--- src/rtl/rank_filter.sv ---
// Rank-order filter: gathers a window of P unsigned W-bit samples from a
// strobed stream, sorts it with an odd-even transposition network (one pass
// per cycle) and emits the element at the rank latched with the last sample.
module rank_filter #(
   parameter  int W  = 8,
   parameter  int P  = 9,
   localparam int RW = $clog2(P)
) (
   input  logic          CLK,
   input  logic          RST,
   input  logic [W-1:0]  DI,
   input  logic          DSI,
   input  logic [RW-1:0] RANK,
   output logic [W-1:0]  DO,
   output logic          DSO,
   output logic          BUSY
);

   localparam int CW = $clog2(P + 1);
   localparam int PW = $clog2(P);

   typedef enum logic [1:0] {
      S_LOAD,
      S_SORT,
      S_OUT
   } state_t;

   state_t          state_q;
   logic [W-1:0]    a_q [P];
   logic [W-1:0]    srt_d [P];
   logic [CW-1:0]   cnt_q;
   logic [PW-1:0]   pc_q;
   logic [RW-1:0]   rsel_q;
   logic [W-1:0]    do_q;
   logic            dso_q;
   logic            busy_q;

   assign DO   = do_q;
   assign DSO  = dso_q;
   assign BUSY = busy_q;

   // One transposition pass: even pc pairs (0,1),(2,3)..., odd pc pairs (1,2),(3,4)...
   always_comb begin
      srt_d = a_q;
      for (int unsigned i = 0; i < $unsigned(P - 1); i++) begin
         if (i[0] == pc_q[0]) begin
            if (a_q[i] > a_q[i+1]) begin
               srt_d[i]   = a_q[i+1];
               srt_d[i+1] = a_q[i];
            end
         end
      end
   end

   // Control FSM, sample storage, sort passes and registered outputs.
   always_ff @(posedge CLK) begin
      if (RST) begin
         state_q <= S_LOAD;
         cnt_q   <= '0;
         pc_q    <= '0;
         rsel_q  <= '0;
         do_q    <= '0;
         dso_q   <= 1'b0;
         busy_q  <= 1'b0;
      end else begin
         dso_q <= 1'b0;
         case (state_q)
            S_LOAD: begin
               if (DSI) begin
                  a_q[cnt_q] <= DI;
                  if (cnt_q == CW'(P - 1)) begin
                     rsel_q  <= (RANK > RW'(P - 1)) ? RW'(P - 1) : RANK;
                     cnt_q   <= '0;
                     pc_q    <= '0;
                     busy_q  <= 1'b1;
                     state_q <= S_SORT;
                  end else begin
                     cnt_q <= cnt_q + 1'b1;
                  end
               end
            end
            S_SORT: begin
               a_q <= srt_d;
               if (pc_q == PW'(P - 1)) begin
                  state_q <= S_OUT;
               end else begin
                  pc_q <= pc_q + 1'b1;
               end
            end
            S_OUT: begin
               do_q    <= a_q[rsel_q];
               dso_q   <= 1'b1;
               busy_q  <= 1'b0;
               state_q <= S_LOAD;
            end
            default: begin
               busy_q  <= 1'b0;
               state_q <= S_LOAD;
            end
         endcase
      end
   end

endmodule

--- config.mk ---
export PLATFORM = sky130hd
export DESIGN_NAME = rank_filter
export DESIGN_NICKNAME = d
export VERILOG_FILES = /design/src/rtl/rank_filter.sv
export SDC_FILE = /design/constraint.sdc
export NUM_CORES = 1
export LEC_CHECK = 0
export CORE_ASPECT_RATIO = 0.7
export CORE_MARGIN = 4
export CORE_UTILIZATION = 60
export DETAILED_ROUTE_END_ITERATION = 10
export MAX_ROUTING_LAYER = met4
export PLACE_DENSITY = 0.9
export SYNTH_ARGS = -nofsm -noshare
export SYNTH_HDL_FRONTEND = slang
export SYNTH_SLANG_ARGS = --single-unit
--- constraint.sdc ---
create_clock -name CLK -period 4.7 [get_ports CLK]
set_input_delay 0.705 -clock CLK [delete_from_list [all_inputs] [get_ports CLK]]
set_output_delay 0.705 -clock CLK [all_outputs]
set_load 0.01 [all_outputs]
==> Yosys cells after proc, flatten, opt, wreduce, memory -nomap -nowiden <==
Cells that the tools add are included.
{ "word_totals": {"regBits": 96, "in_bits": 15, "output_inout_bits": 10, "elab_cells": 95} }
{ "classes": {"add_sub_neg": 2, "order_cmp": 12, "n_eq_ne": 12, "mux": 38, "bitwise_logic": 4, "n_reduce_logical": 11} }
{ "ops": {"columns": ["op", "count"], "rows": [
  ["$mux 16", 16],
  ["$pmux 72 s2", 1],
  ["$bwmux 72", 1],
  ["$mux 72", 1],
  ["$gt 8x8->1", 8],
  ["$bmux 8 s4", 1],
  ["$demux 8 s4", 1],
  ["$mux 8", 3],
  ["$mux 4", 5],
  ["$ne 2x2->1 const B", 8],
  ["$reduce_and 3->1", 4],
  ["$ge 5x5->1 const B", 2],
  ["$not 4->5", 2],
  ["$reduce_and 5->1", 2],
  ["$add 4x1->4 const B", 2],
  ["$eq 4x4->1 const B", 2],
  ["$pmux 4 s2", 1],
  ["$mux 2", 3],
  ["$lt 5x1->1 const B", 1],
  ["$gt 4x4->1 const B", 1],
  ["$pmux 2 s2", 1],
  ["$reduce_and 4->1", 1],
  ["$mux 1", 3],
  ["$eq 2x1->1 const B", 1],
  ["other kinds (7)", 8]
]} }

==> Depth between registers and ports, before layout <==
Gate-level depths: netlist of run 1.
{ "depth": {"depth_word": 18, "depth_mapped": 11, "ltp_nobuf": 8} }

==> Worst setup path after synthesis of run 1 <==
No wires, ideal clock.
{ "synth_path": {"path_type": "reg2reg", "from": "register a_q[63] in the netlist's numbering", "to": "register a_q[64] in the netlist's numbering, enable pin", "arrival_ns": 2.045, "required_ns": 4.317, "path_slack_ns": 2.272, "path_stages_with_launch": 8, "period_less_slack_ns": 2.428, "cell_sequence": "edfxtp_1 > inv_1 > ha_1 > nand4_1 > nand3b_1 > o21ai_0 > a32oi_1 > nor3_1"} }
{ "synth_via": {"elab_chain_len": 3} }
{ "synth_lines": {"columns": ["item", "line_no", "source"], "rows": [
  ["start: declaration", "29", "logic [W-1:0] a_q [P];"],
  ["start signal: assignment", "83", "a_q <= srt_d;"],
  ["$gt 8x8->1", "47", "if (a_q[i] > a_q[i+1]) begin"],
  ["$ne 2x2->1 (no source line)", null, null],
  ["$reduce_and 5->1 (no source line)", null, null]
]} }
No other way between the ends.
A chain may end at the register's enable or synchronous reset.

==> Worst setup path after layout of run 1 <==
{ "layout_path": {"from": "register a_q[55] in the netlist's numbering", "to": "register a_q[55] in the netlist's numbering, data pin"} }
{ "layout_via": {"elab_chain_len": 6, "elab_cells_between_ends": 9, "cone_classes": "order compare: 2; mux: 7"} }
{ "layout_lines": {"columns": ["item", "line_no", "source"], "rows": [
  ["$gt 8x8->1", "47", null],
  ["$mux 16", "47", null],
  ["$mux 16", "46", "if (i[0] == pc_q[0]) begin"],
  ["$mux 16", "47", null],
  ["$mux 16", "46", null],
  ["$pmux 72 s2 *", "67", "case (state_q)"]
]} }
Every way passes the cells marked *; elsewhere a longest branch is shown, timed or not. The select of a mux whose other input is x is not followed.

==> results of run 1 <==
[tightest hold or removal path: stages, from the launching register on]
cell and delay [ns]:
sky130_fd_sc_hd__dfxtp_1 0.32, sky130_fd_sc_hd__nand2b_1 0.07, sky130_fd_sc_hd__a21oi_1 0.06
[cell usage in the layout, fill, tap and decap left out, types with 8 or more instances in the layout]
| master | n |
|---|---|
| sky130_fd_sc_hd__edfxtp_1 | 72 |
| sky130_fd_sc_hd__a21oi_1 | 56 |
| sky130_fd_sc_hd__o211a_1 | 8 |
| sky130_fd_sc_hd__o21ai_1 | 25 |
| sky130_fd_sc_hd__o32ai_1 | 8 |
| sky130_fd_sc_hd__o221ai_1 | 15 |
| sky130_fd_sc_hd__nor2_1 | 50 |
| sky130_fd_sc_hd__o21ai_0 | 62 |
| sky130_fd_sc_hd__a22o_1 | 8 |
| sky130_fd_sc_hd__clkdlybuf4s50_1 | 24 |
| sky130_fd_sc_hd__mux2i_1 | 40 |
| sky130_fd_sc_hd__nand3_1 | 15 |
| sky130_fd_sc_hd__inv_1 | 79 |
| sky130_fd_sc_hd__o22ai_1 | 8 |
| sky130_fd_sc_hd__nand2_1 | 53 |
| sky130_fd_sc_hd__nor3_1 | 8 |
| sky130_fd_sc_hd__o211ai_1 | 18 |
| sky130_fd_sc_hd__dfxtp_1 | 24 |
| sky130_fd_sc_hd__a31oi_1 | 24 |
| sky130_fd_sc_hd__ha_1 | 70 |
| sky130_fd_sc_hd__nand4_1 | 11 |
| sky130_fd_sc_hd__mux4_2 | 16 |
| sky130_fd_sc_hd__clkbuf_16 | 9 |
| sky130_fd_sc_hd__o211ai_2 | 9 |
[sequential cells by signal, indices dropped and copies added (netlist names)]
signal,cells
a_q,72
BUSY,1
state_q,2
rsel_q,4
DO,8
DSO,1
cnt_q,4
pc_q,4
[layout make-up]
type | count | area [um^2] | area share (%)
Tap cell | 157 | 196.4 | 2.457
Clock buffer | 10 | 229.0 | 2.863
Timing Repair Buffer | 29 | 277.8 | 3.474
Sequential cell | 96 | 2643 | 33.05
Inverter | 80 | 300.3 | 3.755
Multi-Input combinational cell | 570 | 4285 | 53.59
Clock inverter | 6 | 65.06 | 0.8136
[per-stage QoR]
step / hold WS (ns) / cells / instance area, um^2
global placement: 0.4691 / 932 / 7702
global route: 0.5196 / 948 / 7996
detailed placement: 0.4713 / 932 / 7702
CTS: 0.4908 / 948 / 7996
finish: 0.4917 / 948 / 7996
floorplan: 0.4944 / 793 / 7445
[power groups by stage]
stage	logic [uW]	clock network, uW	registers [uW]
floorplan	90.4	0	941
global placement	138	0	947
detailed placement	142	0	947
CTS	143	736	928
global route	158	771	930
finish	150	742	930
[cells in the mapped netlist (all sizes together) (11+ instances only)]
| cell type | n |
|---|---|
| o21ai | 88 |
| inv | 80 |
| edfxtp | 72 |
| ha | 70 |
| a21oi | 56 |
| nand2 | 54 |
| nor2 | 51 |
| mux2i | 40 |
| buf | 28 |
| o211ai | 27 |
| a31oi | 24 |
| dfxtp | 24 |
| clkbuf | 19 |
| mux4 | 16 |
| nand3 | 15 |
| o221ai | 15 |
| nand4 | 11 |
[metal layers]
metal	GRT usage, %	wire length, um	up-vias
li1	-	-	2973
met1	44.72	8916	3075
met2	43.80	8678	544
met3	12.51	3670	76
met4	9.010	641	0
met5	-	0	-
[kinds of logic after synthesis]
family / synth area share (%)
compound gates: 23.23
simple gates: 11.76
buf+inv: 6.941
flops: 35.50
fa+ha+maj: 11.76
mux: 10.22
xor+xnor: 0.5882
[worst paths after layout]
kind | slack (ns) | cells past startpoint | endpoint
setup / recovery | 1.62 | 8 | a_q[55]
setup reg to reg | 1.62 | 8 | a_q[55]
hold / removal | 0.49 | 2 | BUSY
hold reg to reg | 0.49 | 2 | BUSY
==> results.py, run 1 <==
metrics = {
    "run_status": {
        "run_status": "completed",
    },
    "route": {
        "first_iter_violations": 958,
        "vias_per_cell": 7.034,
        "detail_route.drc_violations": 0,
        "drt_pre_antenna_iters": 8,
        "avgRoutedWirePerCell_um": 23.11,
        "wirelength_mm": 21.91,
        "antenna_violating_nets_post_route": 0,
        "route.vias.total": 6668,
    },
    "worst_setup_path": {
        "critical_path.startpoint_type": "flip-flop",
        "cp_cell_sequence": "inv_1 -> ha_1 -> nand2_1 -> nor2_1 -> a21oi_1 -> a32oi_2 -> mux2i_1 -> o21ai_0",
        "critPathMaxStageDelay_ns": 1.02,
        "worst_setup_path_end_kind": "flip-flop",
        "timing.critical_path.fanout_max": 24,
        "startpoint": "a_q[55]",
        "crit_slowest_cell": "sky130_fd_sc_hd__a32oi_2",
        "critPathTopFamily": "compound AO/OA/AOI/OAI gates",
        "crit_buf_inv": 1,
        "required_ns": 4.79,
        "regToRegStartpoint": "a_q[55]",
        "worst_ep_arrival_time_ns": 3.16,
        "critPathKind": "reg -> reg",
    },
    "sta": {
        "final-setup-viol-count": 0,
        "timing.max_slew.rel_slack_pct": 12.28,
        "tightestPinTransition_ns": 1.316,
        "final_min_period_over_clock_period_pct": 65.47,
        "hold_viol": 0,
        "fin_worst_setup_slack_ns": 1.623,
        "finalClockSkew_ns": 0.01132,
        "rsz0062_at_grt": "false",
        "achievable_frequency_mhz": 325.0,
        "setup_total_negative_slack_ns": 0,
        "final.min_clock_period_ns": 3.077,
        "finalMaxSlewViolations": 0,
    },
    "cts": {
        "cts_buffers": 9,
        "cts.repair_timing.setup_buffer_count": 0,
        "cts_root_buffer": "sky130_fd_sc_hd__clkbuf_16",
        "clock_sink_count": 96,
        "ctsHtreeMaxLevel": 3,
        "postcts_resize_cnt": 0,
        "postCtsHoldBufs": 0,
        "worst_setup_hold_path_clk_slew_ns": 0.07,
        "cts_max_path_buffers": 2,
        "cts_tree": "built",
        "clk-insertion-delay-late_ns": 0.36,
    },
    "pwr": {
        "power.sequential.fraction_pct": 51.0,
        "total_leakage_power_uw": 0.003166,
        "vdd.ir_drop.worst_v": 0.0001967,
        "portion_of_total_power_attributed_to_combinational_logic_pct": 8.2,
        "powerDensity_nw_per_um2": 227.8,
        "netSwitchingFraction_pct": 23.96,
        "p_int_uw": 1385,
        "pwr-share-clk_pct": 40.7,
        "net-switching-power_uw": 436.4,
        "report.power.total_uw": 1821,
    },
    "logic_synthesis": {
        "netlist_area_pre_place_um2": 7445,
        "synth_top_flop_cell": "sky130_fd_sc_hd__edfxtp_1",
        "synth_largest_type_area_fraction_pct": 29.04,
        "synth_enable_flop_cells": 72,
        "syn_avg_cell_area_um2": 9.388,
        "synth.lib_cells_used.distinct": 61,
        "post_synth_main_area_contributors": "sky130_fd_sc_hd__edfxtp_1, sky130_fd_sc_hd__ha_1, sky130_fd_sc_hd__dfxtp_1, sky130_fd_sc_hd__mux2i_1, sky130_fd_sc_hd__mux4_2",
        "postSynthRegisterBits": 96,
        "part_of_the_yosys_area_used_for_sequential_elements_pct": 35.50,
        "netlist_instances": 793,
        "async_reset_ff_share_pct": 0,
        "synth_warnings": 0,
        "synth_top_cell_by_area": "sky130_fd_sc_hd__edfxtp_1",
        "synth_fp_nets": 878,
    },
    "flow_run": {
        "drv.max_cap_violation_count": 0,
    },
    "die": {
        "die_h_um": 101.2,
        "dieArea_um2": 14280,
        "coreArea_um2": 11930,
        "die_width_um": 141.1,
        "initial_core_util_pct": 62.39,
        "std_cell_rows": 33,
        "io_pins": 25,
    },
    "final_layout": {
        "final.fill_count": 921,
        "antenna_cells_inserted": 0,
        "finalNetCount": 871,
        "area_growth_pct": 7.412,
        "drive_above_1_share_pct": 6.827,
        "utilization_pct": 67.01,
    },
    "placed_design": {
        "dp_hpwl_mm": 15.96,
        "place.port_buffers": 24,
        "placement.setup.worst_slack_ns": 1.678,
        "place.gp.congestion": 0.9781,
    },
    "worst_hold_path": {
        "min-delay-path-class": "reg -> reg",
        "hold_path.startpoint": "BUSY",
    },
    "global_routing": {
        "pin_count_of_the_biggest_net_entering_global_routing": 50,
        "vias_in_the_first_global_route": 6202,
        "grt_first_pass_wirelength_mm": 34.58,
        "grt_overflow": 0,
        "groute.usage.overall_pct": 32.22,
        "grt_antenna_before_repair": 0,
    },
}
Note: power is estimated with default switching activity, not from simulation.
==> run 2, diff against run 1 <==
- clock period: 4.7 -> 3.1 ns (I/O delays scaled with it)
==> results.py, run 2 (synthesis results as in run 1) <==
metrics = {
    "final_layout": {
        "layout.cells.most_common": "sky130_fd_sc_hd__inv_1",
        "seqCellArea_um2": 2643,
        "area_of_combinational_cells_with_multiple_inputs_um2": 4285,
        "area_growth_pct": 10.34,
        "largest_register": "a_q",
        "most-common-layout-cells": "sky130_fd_sc_hd__inv_1, sky130_fd_sc_hd__edfxtp_1, sky130_fd_sc_hd__ha_1, sky130_fd_sc_hd__o21ai_0, sky130_fd_sc_hd__a21oi_1",
        "largest_register_ffs": 72,
        "final.fill_count": 895,
        "drive_above_1_share_pct": 10.01,
        "finalNetCount": 899,
    },
    "worst_setup_path": {
        "critical_path.startpoint_type": "flip-flop",
        "timing.critical_path.fanout_max": 16,
        "worst_ep_arrival_time_ns": 2.93,
        "worst_setup_path_end_kind": "flip-flop",
        "cp_cell_sequence": "ha_1 -> o21ai_1 -> nor2_2 -> and4bb_1 -> or2_1 -> o211ai_2 -> a22o_1",
        "r2r.worst_path.cells": 7,
        "rr_endpoint": "a_q[38]",
        "crit_buf_inv": 0,
        "r2r_setup_slack_ns": 0.28,
        "critPathKind": "reg -> reg",
        "crit_slowest_cell": "sky130_fd_sc_hd__or2_1",
        "critPathTopFamily": "simple AND/OR/NAND/NOR gates",
        "regToRegStartpoint": "a_q[38]",
        "critPathMaxStageDelay_ns": 0.59,
        "required_ns": 3.21,
    },
    "pwr": {
        "vdd.ir_drop.worst_v": 0.0003115,
        "total_leakage_power_uw": 0.003301,
        "powerDensity_nw_per_um2": 339.2,
        "report.power.total_uw": 2787,
    },
    "placed_design": {
        "dp_hpwl_mm": 16.07,
        "place.gp.congestion": 0.9853,
        "placement.setup.worst_slack_ns": 0.3434,
        "place.port_buffers": 24,
    },
    "route": {
        "vias_per_cell": 6.904,
        "drt_pre_antenna_iters": 5,
        "route.vias.total": 6752,
        "antenna_violating_nets_post_route": 0,
        "detail_route.drc_violations": 0,
        "avgRoutedWirePerCell_um": 22.15,
        "first_iter_violations": 1028,
        "wirelength_mm": 21.67,
    },
    "die": {
        "initial_core_util_pct": 62.39,
        "die_h_um": 101.2,
        "std_cell_rows": 33,
        "io_pins": 25,
        "dieArea_um2": 14280,
        "coreArea_um2": 11930,
        "die_width_um": 141.1,
    },
    "flow_run": {
        "drv.max_cap_violation_count": 0,
    },
    "cts": {
        "worst_setup_hold_path_clk_slew_ns": 0.07,
        "postcts_resize_cnt": 0,
        "cts_max_path_buffers": 2,
        "postCtsHoldBufs": 0,
        "cts.repair_timing.setup_buffer_count": 0,
        "clk-insertion-delay-late_ns": 0.35,
        "clock_sink_count": 96,
        "cts_tree": "built",
        "ctsHtreeMaxLevel": 3,
        "cts_root_buffer": "sky130_fd_sc_hd__clkbuf_16",
        "cts_buffers": 9,
    },
    "sta": {
        "achievable_frequency_mhz": 354.6,
        "setup_total_negative_slack_ns": 0,
        "finalClockSkew_ns": 0.008290,
        "tightestPinTransition_ns": 1.044,
        "final-setup-viol-count": 0,
        "final.min_clock_period_ns": 2.820,
        "rsz0062_at_grt": "false",
        "finalMaxSlewViolations": 0,
        "final_min_period_over_clock_period_pct": 90.98,
        "fin_worst_setup_slack_ns": 0.2796,
        "timing.max_slew.rel_slack_pct": 29.88,
        "hold_viol": 0,
    },
    "global_routing": {
        "grt_antenna_before_repair": 2,
        "vias_in_the_first_global_route": 6412,
        "grt_overflow": 0,
        "groute.usage.overall_pct": 31.72,
        "pin_count_of_the_biggest_net_entering_global_routing": 33,
        "grt_first_pass_wirelength_mm": 34.39,
    },
    "worst_hold_path": {
        "hold_path.startpoint": "rsel_q[0]",
        "whs_endpoint": "rsel_q[0]",
        "hold_path_depth": 2,
        "min-delay-path-class": "reg -> reg",
    },
    "run_status": {
        "run_status": "completed",
    },
}
==> run 2: cell types whose count changed in the layout (fill, tap and decap cells not counted) <==
cell,delta
sky130_fd_sc_hd__buf_4,+28
sky130_fd_sc_hd__diode_2,+2
sky130_fd_sc_hd__clkinv_2,-1
sky130_fd_sc_hd__clkinvlp_4,+1
==> run 2: how the worst max path moves through the flow <==
stage             from  endpoint  slack [ns]  cells past startpoint
3_5_place_dp   a_q[38]   a_q[37]        0.34                      7
6_report       a_q[38]   a_q[38]        0.28                      7
2_1_floorplan  a_q[63]   a_q[64]        0.67                      7
4_1_cts        a_q[29]   a_q[38]        0.30                      8
5_1_grt        a_q[29]   a_q[38]        0.12                      8
3_3_place_gp   a_q[29]   a_q[37]        0.40                      8
==> run 2: final cells by class <==
class,count,area share (%)
clock buffer,10,2.788
timing repair buffer,57,5.941
multi-input combinational,570,52.17
sequential,96,32.17
antenna,2,0.06093
tap,157,2.391
inverter,80,3.656
clock inverter,6,0.8225
==> run 2: metal layers <==
metal	GRT usage, %	part of all wire [%]	vias to the layer above
li1	-	-	3036
met1	43.60	41	3098
met2	43.25	41	558
met3	12.69	16	60
met4	9.010	2.3	0
met5	-	0	-
==> run 2: power by group <==
group          internal [uW]  switching (uW)
combinational           87.6             142
clock                    631             519
sequential              1390            18.2
==> run 2: tightest hold or removal path, cell delays in order, from the launching register on <==
cell and delay, ns:
sky130_fd_sc_hd__dfxtp_1 0.32, sky130_fd_sc_hd__nand2_1 0.06, sky130_fd_sc_hd__a21oi_1 0.05
==> run 2: per-stage QoR <==
stage,cell area (um^2),hold slack (ns),util (%),std cells
floorplan,7445,0.4944,-,793
global placement,7913,0.4396,66.31,960
detailed placement,7913,0.4611,66.31,960
CTS,8209,0.4690,68.80,976
global route,8214,0.4866,68.84,978
finish,8214,0.4722,68.84,978
